## config.mk

```make
export PLATFORM = sky130hd
export DESIGN_NAME = l1_cache
export DESIGN_NICKNAME = d
export VERILOG_FILES = /design/src/rtl/l1_cache_pkg.sv /design/src/rtl/l1_cache_array.sv /design/src/rtl/l1_cache.sv
export SDC_FILE = /design/constraint.sdc
export NUM_CORES = 2
export LEC_CHECK = 0
export BUFFER_PORTS_ARGS = -buffer_cell sky130_fd_sc_hd__buf_4
export CORE_MARGIN = 4
export CORE_UTILIZATION = 45
export CTS_CLUSTER_DIAMETER = 80
export CTS_CLUSTER_SIZE = 25
export DETAILED_ROUTE_END_ITERATION = 10
export SYNTH_ARGS = -nofsm -noshare
export SYNTH_HDL_FRONTEND = slang
export SYNTH_HIERARCHICAL = 1
export SYNTH_SLANG_ARGS = --single-unit
```

## constraint.sdc

```tcl
create_clock -name clk -period 9.7 [get_ports clk]
set_clock_uncertainty 0.05 [all_clocks]
set_input_delay 2.91 -clock clk [delete_from_list [all_inputs] [get_ports clk]]
set_output_delay 2.91 -clock clk [all_outputs]
set_load 0.05 [all_outputs]
```

## src/rtl/l1_cache_pkg.sv

```systemverilog
// Shared types and address helpers for the direct-mapped L1 cache.
package l1_cache_pkg;

  localparam int unsigned S_INDEX_DEFAULT = 3;
  localparam int unsigned LINE_BITS       = 256;
  localparam int unsigned TAG_BITS        = 32 - S_INDEX_DEFAULT - 5;

  typedef logic [LINE_BITS-1:0] cache_line_t;

  typedef enum logic [1:0] {
    StIdle,
    StCompare,
    StWriteback,
    StFill
  } cache_state_t;

  // Line index, zero-extended; callers keep the low s_index bits.
  function automatic logic [31:0] line_index(input logic [31:0] addr, input int unsigned s_index);
    return (addr >> 5) & ((32'd1 << s_index) - 32'd1);
  endfunction

  function automatic logic [2:0] word_sel(input logic [31:0] addr);
    return addr[4:2];
  endfunction

endpackage

```

## src/rtl/l1_cache_array.sv

```systemverilog
// Tag, data, valid and dirty storage: synchronous writes, asynchronous reads.
module l1_cache_array
  import l1_cache_pkg::*;
#(
  parameter int unsigned S_INDEX = S_INDEX_DEFAULT,
  parameter int unsigned TAG_W   = TAG_BITS
) (
  input  logic               clk,
  input  logic               rst,
  input  logic [S_INDEX-1:0] index,
  input  logic               load_line,
  input  cache_line_t        line_in,
  input  logic [TAG_W-1:0]   tag_in,
  input  logic               load_word,
  input  logic [2:0]         wsel,
  input  logic [3:0]         byte_en,
  input  logic [31:0]        wdata,
  output logic [TAG_W-1:0]   tag_out,
  output cache_line_t        line_out,
  output logic               valid_out,
  output logic               dirty_out
);

  localparam int unsigned Lines = 1 << S_INDEX;

  logic [TAG_W-1:0] tag_q  [Lines];
  cache_line_t      data_q [Lines];
  logic [Lines-1:0] valid_q;
  logic [Lines-1:0] dirty_q;

  always_ff @(posedge clk) begin
    if (!rst) begin
      valid_q <= '0;
      dirty_q <= '0;
    end else if (load_line) begin
      valid_q[index] <= 1'b1;
      dirty_q[index] <= 1'b0;
    end else if (load_word) begin
      dirty_q[index] <= 1'b1;
    end
  end

  // Payload needs no reset; valid bits gate every use of it.
  always_ff @(posedge clk) begin
    if (load_line) begin
      tag_q[index]  <= tag_in;
      data_q[index] <= line_in;
    end else if (load_word) begin
      for (int i = 0; i < 4; i++) begin
        if (byte_en[i]) begin
          data_q[index][{wsel, i[1:0], 3'b000} +: 8] <= wdata[8*i +: 8];
        end
      end
    end
  end

  assign tag_out   = tag_q[index];
  assign line_out  = data_q[index];
  assign valid_out = valid_q[index];
  assign dirty_out = dirty_q[index];

endmodule

```

## src/rtl/l1_cache.sv

```systemverilog
// Direct-mapped write-back, write-allocate L1 cache: CPU word port to 256-bit line port.
module l1_cache
  import l1_cache_pkg::*;
#(
  parameter int unsigned S_INDEX  = S_INDEX_DEFAULT,
  parameter int unsigned S_OFFSET = 5
) (
  input  logic        clk,
  input  logic        rst,
  input  logic [31:0] mem_address,
  input  logic        mem_read,
  input  logic        mem_write,
  input  logic [3:0]  mem_byte_en,
  input  logic [31:0] mem_wdata,
  output logic [31:0] mem_rdata,
  output logic        mem_resp,
  output logic [31:0] pmem_address,
  output logic        pmem_read,
  output logic        pmem_write,
  output cache_line_t pmem_wdata,
  input  cache_line_t pmem_rdata,
  input  logic        pmem_resp
);

  localparam int unsigned TagW = 32 - S_INDEX - S_OFFSET;

  cache_state_t     state_q, state_d;
  logic [31:0]      idx_full;
  logic [S_INDEX-1:0] idx;
  logic [2:0]       wsel;
  logic [TagW-1:0]  addr_tag;
  logic [TagW-1:0]  tag_out;
  cache_line_t      line_out;
  logic             valid_out;
  logic             dirty_out;
  logic             hit;
  logic             req;
  logic             load_line;
  logic             load_word;
  logic [31:0]      hit_word;
  logic             unused_bits;

  assign idx_full    = line_index(mem_address, S_INDEX);
  assign idx         = idx_full[S_INDEX-1:0];
  assign wsel        = word_sel(mem_address);
  assign addr_tag    = mem_address[31 -: TagW];
  assign unused_bits = ^{mem_address[1:0], idx_full[31:S_INDEX]};

  assign req      = mem_read | mem_write;
  assign hit      = valid_out && (tag_out == addr_tag);
  assign hit_word = line_out[{wsel, 5'b00000} +: 32];

  l1_cache_array #(
    .S_INDEX (S_INDEX),
    .TAG_W   (TagW)
  ) u_array (
    .clk       (clk),
    .rst       (rst),
    .index     (idx),
    .load_line (load_line),
    .line_in   (pmem_rdata),
    .tag_in    (addr_tag),
    .load_word (load_word),
    .wsel      (wsel),
    .byte_en   (mem_byte_en),
    .wdata     (mem_wdata),
    .tag_out   (tag_out),
    .line_out  (line_out),
    .valid_out (valid_out),
    .dirty_out (dirty_out)
  );

  always_ff @(posedge clk) begin
    if (!rst) begin
      state_q <= StIdle;
    end else begin
      state_q <= state_d;
    end
  end

  always_comb begin
    state_d      = state_q;
    mem_resp     = 1'b0;
    mem_rdata    = '0;
    pmem_read    = 1'b0;
    pmem_write   = 1'b0;
    pmem_address = '0;
    pmem_wdata   = '0;
    load_line    = 1'b0;
    load_word    = 1'b0;
    unique case (state_q)
      StIdle: begin
        if (req) state_d = StCompare;
      end
      StCompare: begin
        if (!req) begin
          state_d = StIdle;
        end else if (hit) begin
          mem_resp  = 1'b1;
          mem_rdata = hit_word;
          // A simultaneous read+write is handled as a write.
          load_word = mem_write;
          state_d   = StIdle;
        end else if (dirty_out) begin
          state_d = StWriteback;
        end else begin
          state_d = StFill;
        end
      end
      StWriteback: begin
        pmem_write   = 1'b1;
        pmem_address = {tag_out, idx, {S_OFFSET{1'b0}}};
        pmem_wdata   = line_out;
        if (pmem_resp) state_d = req ? StFill : StIdle;
      end
      StFill: begin
        pmem_read    = 1'b1;
        pmem_address = {mem_address[31:S_OFFSET], {S_OFFSET{1'b0}}};
        if (pmem_resp) begin
          load_line = 1'b1;
          state_d   = req ? StCompare : StIdle;
        end
      end
      default: state_d = StIdle;
    endcase
  end

  rw_exclusive: assert property (@(posedge clk) disable iff (!rst) !(mem_read && mem_write))
    else $warning("l1_cache: mem_read and mem_write both high, handled as a write");

endmodule
```

## Word level (Yosys, flattened, before mapping)

Memory sizes are Yosys's and may differ from the RTL's.
Index checks and enable logic that the tools add are counted.

| word-level totals | value |
|---|---|
| memory bits (read-only) | 0 |
| logic and storage cells | 2135 |
| memories | 2 |
| input port bits | 329 |
| output and inout port bits | 323 |
| bits in latches | 0 |
| bits in registers | 18 |
| RAM bits | 2240 |

Memories:

| name | depth | width | rd ports | clocked after memory_dff | wr ports | RTL line | source |
|---|---|---|---|---|---|---|---|
| u_array.data_q | 8 | 256 | 1 | 0 | 1 | l1_cache_array.sv:27 | `cache_line_t data_q [Lines];` |
| u_array.tag_q | 8 | 24 | 1 | 0 | 1 | l1_cache_array.sv:26 | `logic [TAG_W-1:0] tag_q [Lines];` |

| operators by class | value |
|---|---|
| bitwise gates (word level) | 1029 |
| multipliers | 0 |
| eq/ne operators | 7 |
| $add $sub $neg | 4 |
| shifts and indexed selects | 9 |
| muxes and demuxes | 1074 |
| reductions and logical operators | 5 |
| $lt $le $gt $ge | 2 |
| divide/modulo/power cells | 0 |

Operators with widths:

| cell | number |
|---|---|
| 256-bit 2-to-1 mux | 5 |
| 1-bit 2-to-1 mux | 1053 |
| 1-bit bitwise OR | 1025 |
| 8-bit by 10-bit variable shift with 256-bit output, first input constant | 4 |
| 8-bit by 10-bit indexed part select with 256-bit output | 4 |
| 256-bit by 9-bit indexed part select with 32-bit output | 1 |
| 32-bit 2-to-1 mux | 3 |
| 32-bit one-hot mux with 2 select lines | 1 |
| 8-bit negation with 10-bit output | 4 |
| 24-bit == test | 1 |
| 8-bit 2-to-1 mux | 2 |
| 8-bit bitwise OR | 2 |
| 2-bit 2-to-1 mux | 6 |
| 8-bit bitwise AND | 1 |
| 8-bit inverter | 1 |
| 2-bit one-hot mux with 4 select lines | 1 |
| 1-bit binary-select mux with 3-bit select | 2 |
| 2-bit != test, second input constant | 3 |
| 2-bit == test, second input constant | 2 |
| 3-bit by 4-bit < comparator with 1-bit output, second input constant | 1 |
| 1-bit demux with 3-bit select | 1 |
| 3-bit by 1-bit >= comparator with 1-bit output, second input constant | 1 |
| 3-bit AND reduction | 1 |
| 2-bit by 1-bit == test with 1-bit output, second input constant | 1 |
| other kinds (3) | 4 |

## Depth between registers and ports, before layout

| logic depth | value |
|---|---|
| word-level depth | 13 |
| depth in mapped cells | 16 |
| gate-level depth less buffers | 10 |

## Hierarchy

The synthesis kept the hierarchy.

By module, submodules not included:

| module | area each (µm²) | cells an instance | instances | sequential area each (µm²) |
|---|---|---|---|---|
| l1_cache_array | 90375.4 | 4166 | 1 | 67584.8 |
| l1_cache | 4563.1 | 551 | 1 | 40.0 |

## Worst setup path after synthesis

No wires, ideal clock.

| timing | value |
|---|---|
| kind | input to output |
| start | input mem_address[7] |
| end | output mem_rdata[10] |
| required time | 6.740 ns |
| buffers on the path | 4 |
| cell stages on the path | 11 |
| data arrival time | 5.778 ns |
| setup slack | 0.962 ns |
| cells stage by stage | buf_2 buf_2 clkbuf_1 mux4_2 mux2_2 xnor2_1 nand4_1 nor4_2 nand3_2 buf_6 nor2_1 |

| on the way | value |
|---|---|
| cells in the longest elaborated chain, start to end | 6 |
| elaborated cells between the ends (all ways) | 10 |
| classes of those cells | 1 x eq/ne; 1 x shift; 5 x mux; 1 x reduce/logical; 2 x memory |

RTL lines:

| element | RTL line | source |
|---|---|---|
| from (decl) | l1_cache.sv:10 | `input logic [31:0] mem_address,` |
| memory 8 x 24 bit | -- |  |
| named net tag_out[13] | l1_cache.sv:32 | `logic [TagW-1:0] tag_out;` |
| 24-bit == test | l1_cache.sv:50 | `assign hit = valid_out && (tag_out == addr_tag);` |
| 1-bit logical AND | l1_cache.sv:50 |  |
| 32-bit 2-to-1 mux | l1_cache.sv:98 | `end else if (hit) begin` |
| 32-bit 2-to-1 mux | l1_cache.sv:96 | `if (!req) begin` |
| 32-bit 2-to-1 mux | l1_cache.sv:91 | `unique case (state_q)` |
| to (decl) | l1_cache.sv:15 | `output logic [31:0] mem_rdata,` |

The timed path passes the listed nets, and every way through them passes these cells. The select of a mux whose other input is x is not followed.

## Final worst setup path

| timing | value |
|---|---|
| start | input mem_address[5] |
| end | output mem_rdata[0] |

| on the way | value |
|---|---|
| elaborated cells between the ends (all ways) | 10 |
| classes of those cells | 1 x eq/ne; 1 x shift; 5 x mux; 1 x reduce/logical; 2 x memory |

RTL lines:

| element | RTL line | source |
|---|---|---|
| memory 8 x 256 bit | -- |  |
| named net line_out[224] | l1_cache.sv:33 | `cache_line_t line_out;` |
| 256-bit by 9-bit indexed part select with 32-bit output | l1_cache.sv:51 | `assign hit_word = line_out[{wsel, 5'b00000} +: 32];` |
| 32-bit 2-to-1 mux | l1_cache.sv:98 |  |
| 32-bit 2-to-1 mux | l1_cache.sv:96 |  |
| 32-bit 2-to-1 mux | l1_cache.sv:91 |  |

The timed path passes the listed nets, and every way through them passes these cells. The select of a mux whose other input is x is not followed.

==> results by stage <==
Run status:
- The run finished with clean final reports.

GRT:
- Summed over all layers, the global routing overflow is 0.
- The via count of the first global-routing pass is 49600.
- The number of antenna violations at the first check in global routing is 81.
- The global router's overall resource usage is 29.4%.
- Entering global routing, the biggest net connects ~120 pins.
- The first global-routing pass estimated 434000 µm of wire.

Cells and area:
- The layout filler cell count is 17000.
- The most common cell after layout, fill and taps aside is edfxtp_1.
- Once layout is complete, the cells apart from fillers number 8303.
- In the final design database the tool counted 5687 nets.
- In the final layout, the multi-input gates occupy 0.0257 mm².
- In the layout the commonest cells are edfxtp_1, buf_4, mux4_2.
- The total non-filler cell area in the finished layout is 0.107 mm².
- The area used by sequential logic in the layout is 0.0676 mm².
- The fraction of the core area covered by cells at the end of the flow is 51.1%.
- The share of post-route cells with drive strength above 1 is 39.4%.
- The area growth from synthesis to layout is 13.0%.

Timing:
- Based on the critical path, the design can be clocked at up to around 110 MHz.
- Setup repair after global routing left no endpoint under its margin.
- The worst path uses 97.3% of the clock period.
- Setup violations remaining at the end of the flow were counted as 0.
- Summed over all failing endpoints, the final setup total negative slack is 0 ps.
- After layout, the minimum clock period comes to 9440 ps.
- In the post-route analysis, the smallest setup slack over all paths is 257 ps.
- The final count of pins violating max slew came to 0.
- For the pin with the worst max-slew slack, the measured transition is between 1000 and 1500 ps.
- The total count of hold-check failures in the final report came to 0.
- The final hold slack is 426 ps.
- The worst pin sits at a relative slew slack of 8.04%.

Setup path:
- The worst register-to-register path begins at u_array/tag_q[6][13]$_DFFE_PP_.
- STA classifies the critical path endpoint as an output pin.
- The type of element launching the critical path is an input port.
- Walking the worst path, the cells encountered are buf_8 -> buf_4 -> mux4_2 -> mux2_2 -> mux4_2 -> mux2i_1 -> nor2_1 -> buf_4.
- In this run the critical register-to-register path is captured at u_array/data_q[2][159]$_DFFE_PP_.
- In this design, the largest share of critical-path delay is due to multiplexers.
- The endpoint required time on the critical path is 6740 ps.
- Along the worst path, the maximum fanout reaches 46.
- For this run, the slowest stage of the critical path takes 720 ps.
- The arrival time at the worst endpoint is 6480 ps.
- The classification of the worst setup path is in -> out.
- The worst register-to-register path has a depth of 10.
- Across all register-to-register paths, the minimum setup slack is 3940 ps.
- The slowest cell on the critical path is mux4_2.
- The number of buffers and inverters on the critical path is 3.

Floorplan:
- The number of placed I/O pins is 652.
- From left edge to right edge, the die measures 467 µm.
- From bottom edge to top edge, the die measures roughly 470 µm.
- The die covers 0.218 mm².
- The standard-cell row count is between 150 and 200.
- The starting utilization of the core area is 45.3%.
- After floorplanning, the core was sized to cover 0.210 mm².

Clocking:
- Counting every sink on the clock net gives ~2300.
- The number of buffers inserted for hold repair after clock tree synthesis is 0.
- The count of buffers added by post-CTS timing repair for setup is 0.
- No sink is reached through more buffers than the 3 on the longest clock path.
- The number of clock buffers added by TritonCTS is 117.
- The clock-pin transition on the worst setup and hold timing paths is 90 ps.
- The TritonCTS clock tree is yes.
- The insertion delay of the later-clocked pin in the worst-skew pair is ~800 ps.
- The number of levels in the clock H-tree is 3.
- Post-CTS repair changed the size of 0 cells.
- The root buffer cell chosen for the clock tree is clkbuf_16.

Yosys:
- For this run, the leading register cell type out of synthesis is edfxtp_1.
- Synthesis inferred between 2000 and 2500 register bits.
- The number of instances in the synthesized netlist is approximately 4700.
- In this run, synthesis inferred 2240 flip-flops with an integrated enable.
- The sequential fraction of the synthesis area is 71.2%.
- The unique cell type count in the Yosys netlist is 58.
- edfxtp_1 takes more of the synthesized area than any other cell.
- The cell area after synthesis is 0.0949 mm².
- For this run, asynchronously set or reset flops after synthesis account for 0%.
- A synthesized cell averages roughly 20 µm².
- Yosys attributes the largest share of cell area to edfxtp_1, mux4_2, mux2_2, and2_1, nor2_1.
- The fraction of post-synthesis cell area in the top cell type by area is 70.9%.
- The synthesis warning total is 6.

Route:
- Dividing the detail-routed wire length by the instance count gives 39.3 µm.
- The detailed router finished its first iteration with 7298 violations.
- The detailed-router iteration count before antenna repair is 7.
- Wires add up to 326000 µm.
- For this block, the via count after detailed routing is 51800.
- Using the TritonRoute via totals, the vias-per-cell ratio works out to 6.24.
- The DRC violation count after routing is 0.
- In this run the remaining antenna-violating nets after routing total 0.

Flow run:
- Across the run, the number of max-cap violations was 0.

Worst hold path:
- The startpoint of the tightest hold check path is u_array/valid_q[3]$_SDFFE_PN0P_.
- Along the worst hold path, the cell count comes to 1.
- In this run the worst hold path is classified as reg -> reg.
- The endpoint of the worst hold-timing path is u_array/valid_q[3]$_SDFFE_PN0P_.

Place:
- After detailed placement, the design holds a cell count of approximately 8000.
- The weighted congestion at the end of routability-driven global placement is 0.908.
- Summed over all nets, the half-perimeter wirelength after detailed placement is 236000 µm.
- The total cell area at the placement stage is 0.103 mm².
- The count of input and output buffers is roughly 640.
- The worst setup slack before clock tree synthesis is 264 ps.

Power:
- Power comes to about 19 mW.
- The cell leakage power is 34.7 nW.
- Across the VDD grid, the largest voltage drop is between 0.15 and 0.2 mV.
- Dividing total power by cell area gives a power density of roughly 180 mW/mm².
==> sequential cells by signal (all words and copies together) (netlist names), named ones only <==
name and cells:
state_q 2, u_array/tag_q 192, u_array/data_q 2048, u_array/valid_q 8
==> per-layer routing <==
| layer | share of wire (%) | global-route usage (%) |
|---|---|---|
| met1 | 38 | 40.3 |
| met2 | 46 | 44.6 |
| met3 | 9.5 | 5.69 |
| met4 | 6.2 | 16.6 |
| met5 | 0.030 | 0 |
==> cell usage after synthesis (2+ instances only) <==
| master | count |
|---|---|
| edfxtp_1 | 2240 |
| mux4_2 | 626 |
| mux2_2 | 479 |
| nor2_1 | 337 |
| and2_1 | 311 |
| clkbuf_1 | 112 |
| nand2_1 | 76 |
| buf_2 | 69 |
| mux2i_1 | 66 |
| buf_6 | 53 |
| and3_1 | 35 |
| buf_1 | 31 |
| o21ai_0 | 27 |
| a22o_1 | 24 |
| xnor2_1 | 24 |
| buf_4 | 23 |
| dfxtp_1 | 18 |
| a21oi_1 | 16 |
| a31oi_1 | 14 |
| inv_1 | 14 |
| nor2b_1 | 12 |
| nor3b_1 | 11 |
| nand3b_1 | 8 |
| o21a_1 | 8 |
| o221a_2 | 8 |
| ha_1 | 7 |
| nor2_2 | 6 |
| nand4_1 | 5 |
| nand4b_1 | 5 |
| a41oi_1 | 4 |
| clkbuf_2 | 4 |
| nand3_1 | 4 |
| or3b_2 | 4 |
| nor3_2 | 3 |
| and3b_1 | 2 |
| and4_1 | 2 |
| and4b_1 | 2 |
| inv_2 | 2 |
| mux2_1 | 2 |
| nand4b_2 | 2 |
| nor4_4 | 2 |
| or2_2 | 2 |
| or3_1 | 2 |
==> kinds of logic (layout without fill, tap and decap cells) <==
family / after synthesis / after routing / synth area share, %
adder cells (fa/ha/maj): 7 / 7 / 0.0922
buffers and inverters: 308 / 1022 / 1.82
multiplexers: 1173 / 1173 / 21.3
other: 1 / 68 / 0.00395
flip-flops: 2258 / 2258 / 71.2
AND/OR/NAND/NOR: 843 / 843 / 4.63
AO/OA/AOI/OAI: 103 / 103 / 0.750
XOR/XNOR: 24 / 24 / 0.221
==> worst register-to-register path, cell delays in order, from the launching register on <==
cell and delay, ps:
edfxtp_1 370, mux4_2 460, mux2_2 300, xnor2_1 170
nand4_1 170, nor4_2 490, and2_2 250, and4_1 700
buf_4 390, nand4b_1 670, o21ai_0 1330
==> worst max path at each step <==
| stage | slack [ps] | cells past startpoint | from | end |
|---|---|---|---|---|
| floorplan | 960 | 11 | mem_address[7] | mem_rdata[10] |
| global placement | 250 | 9 | mem_address[5] | mem_rdata[23] |
| detailed placement | 260 | 9 | mem_address[5] | mem_rdata[23] |
| CTS | 260 | 9 | mem_address[5] | mem_rdata[23] |
| global route | 90 | 8 | mem_address[5] | mem_rdata[0] |
| finish | 260 | 8 | mem_address[5] | mem_rdata[0] |
==> power breakdown <==
part,total (mW),switching (mW),internal [mW]
clock network,5.77,3.24,2.53
registers,10.8,0.0144,10.8
logic,2.25,1.51,0.741
==> cell type report <==
| class | instances | share of cell area (%) |
|---|---|---|
| clock inverters | 75 | 0.740 |
| flip-flops and latches | 2258 | 63.0 |
| clock buffers | 128 | 2.83 |
| multi-input cells | 2155 | 23.9 |
| repair buffers | 803 | 5.98 |
| diodes | 63 | 0.147 |
| well taps | 2805 | 3.27 |
| inverters | 16 | 0.0560 |
Power figures use the tool's default switching activity.
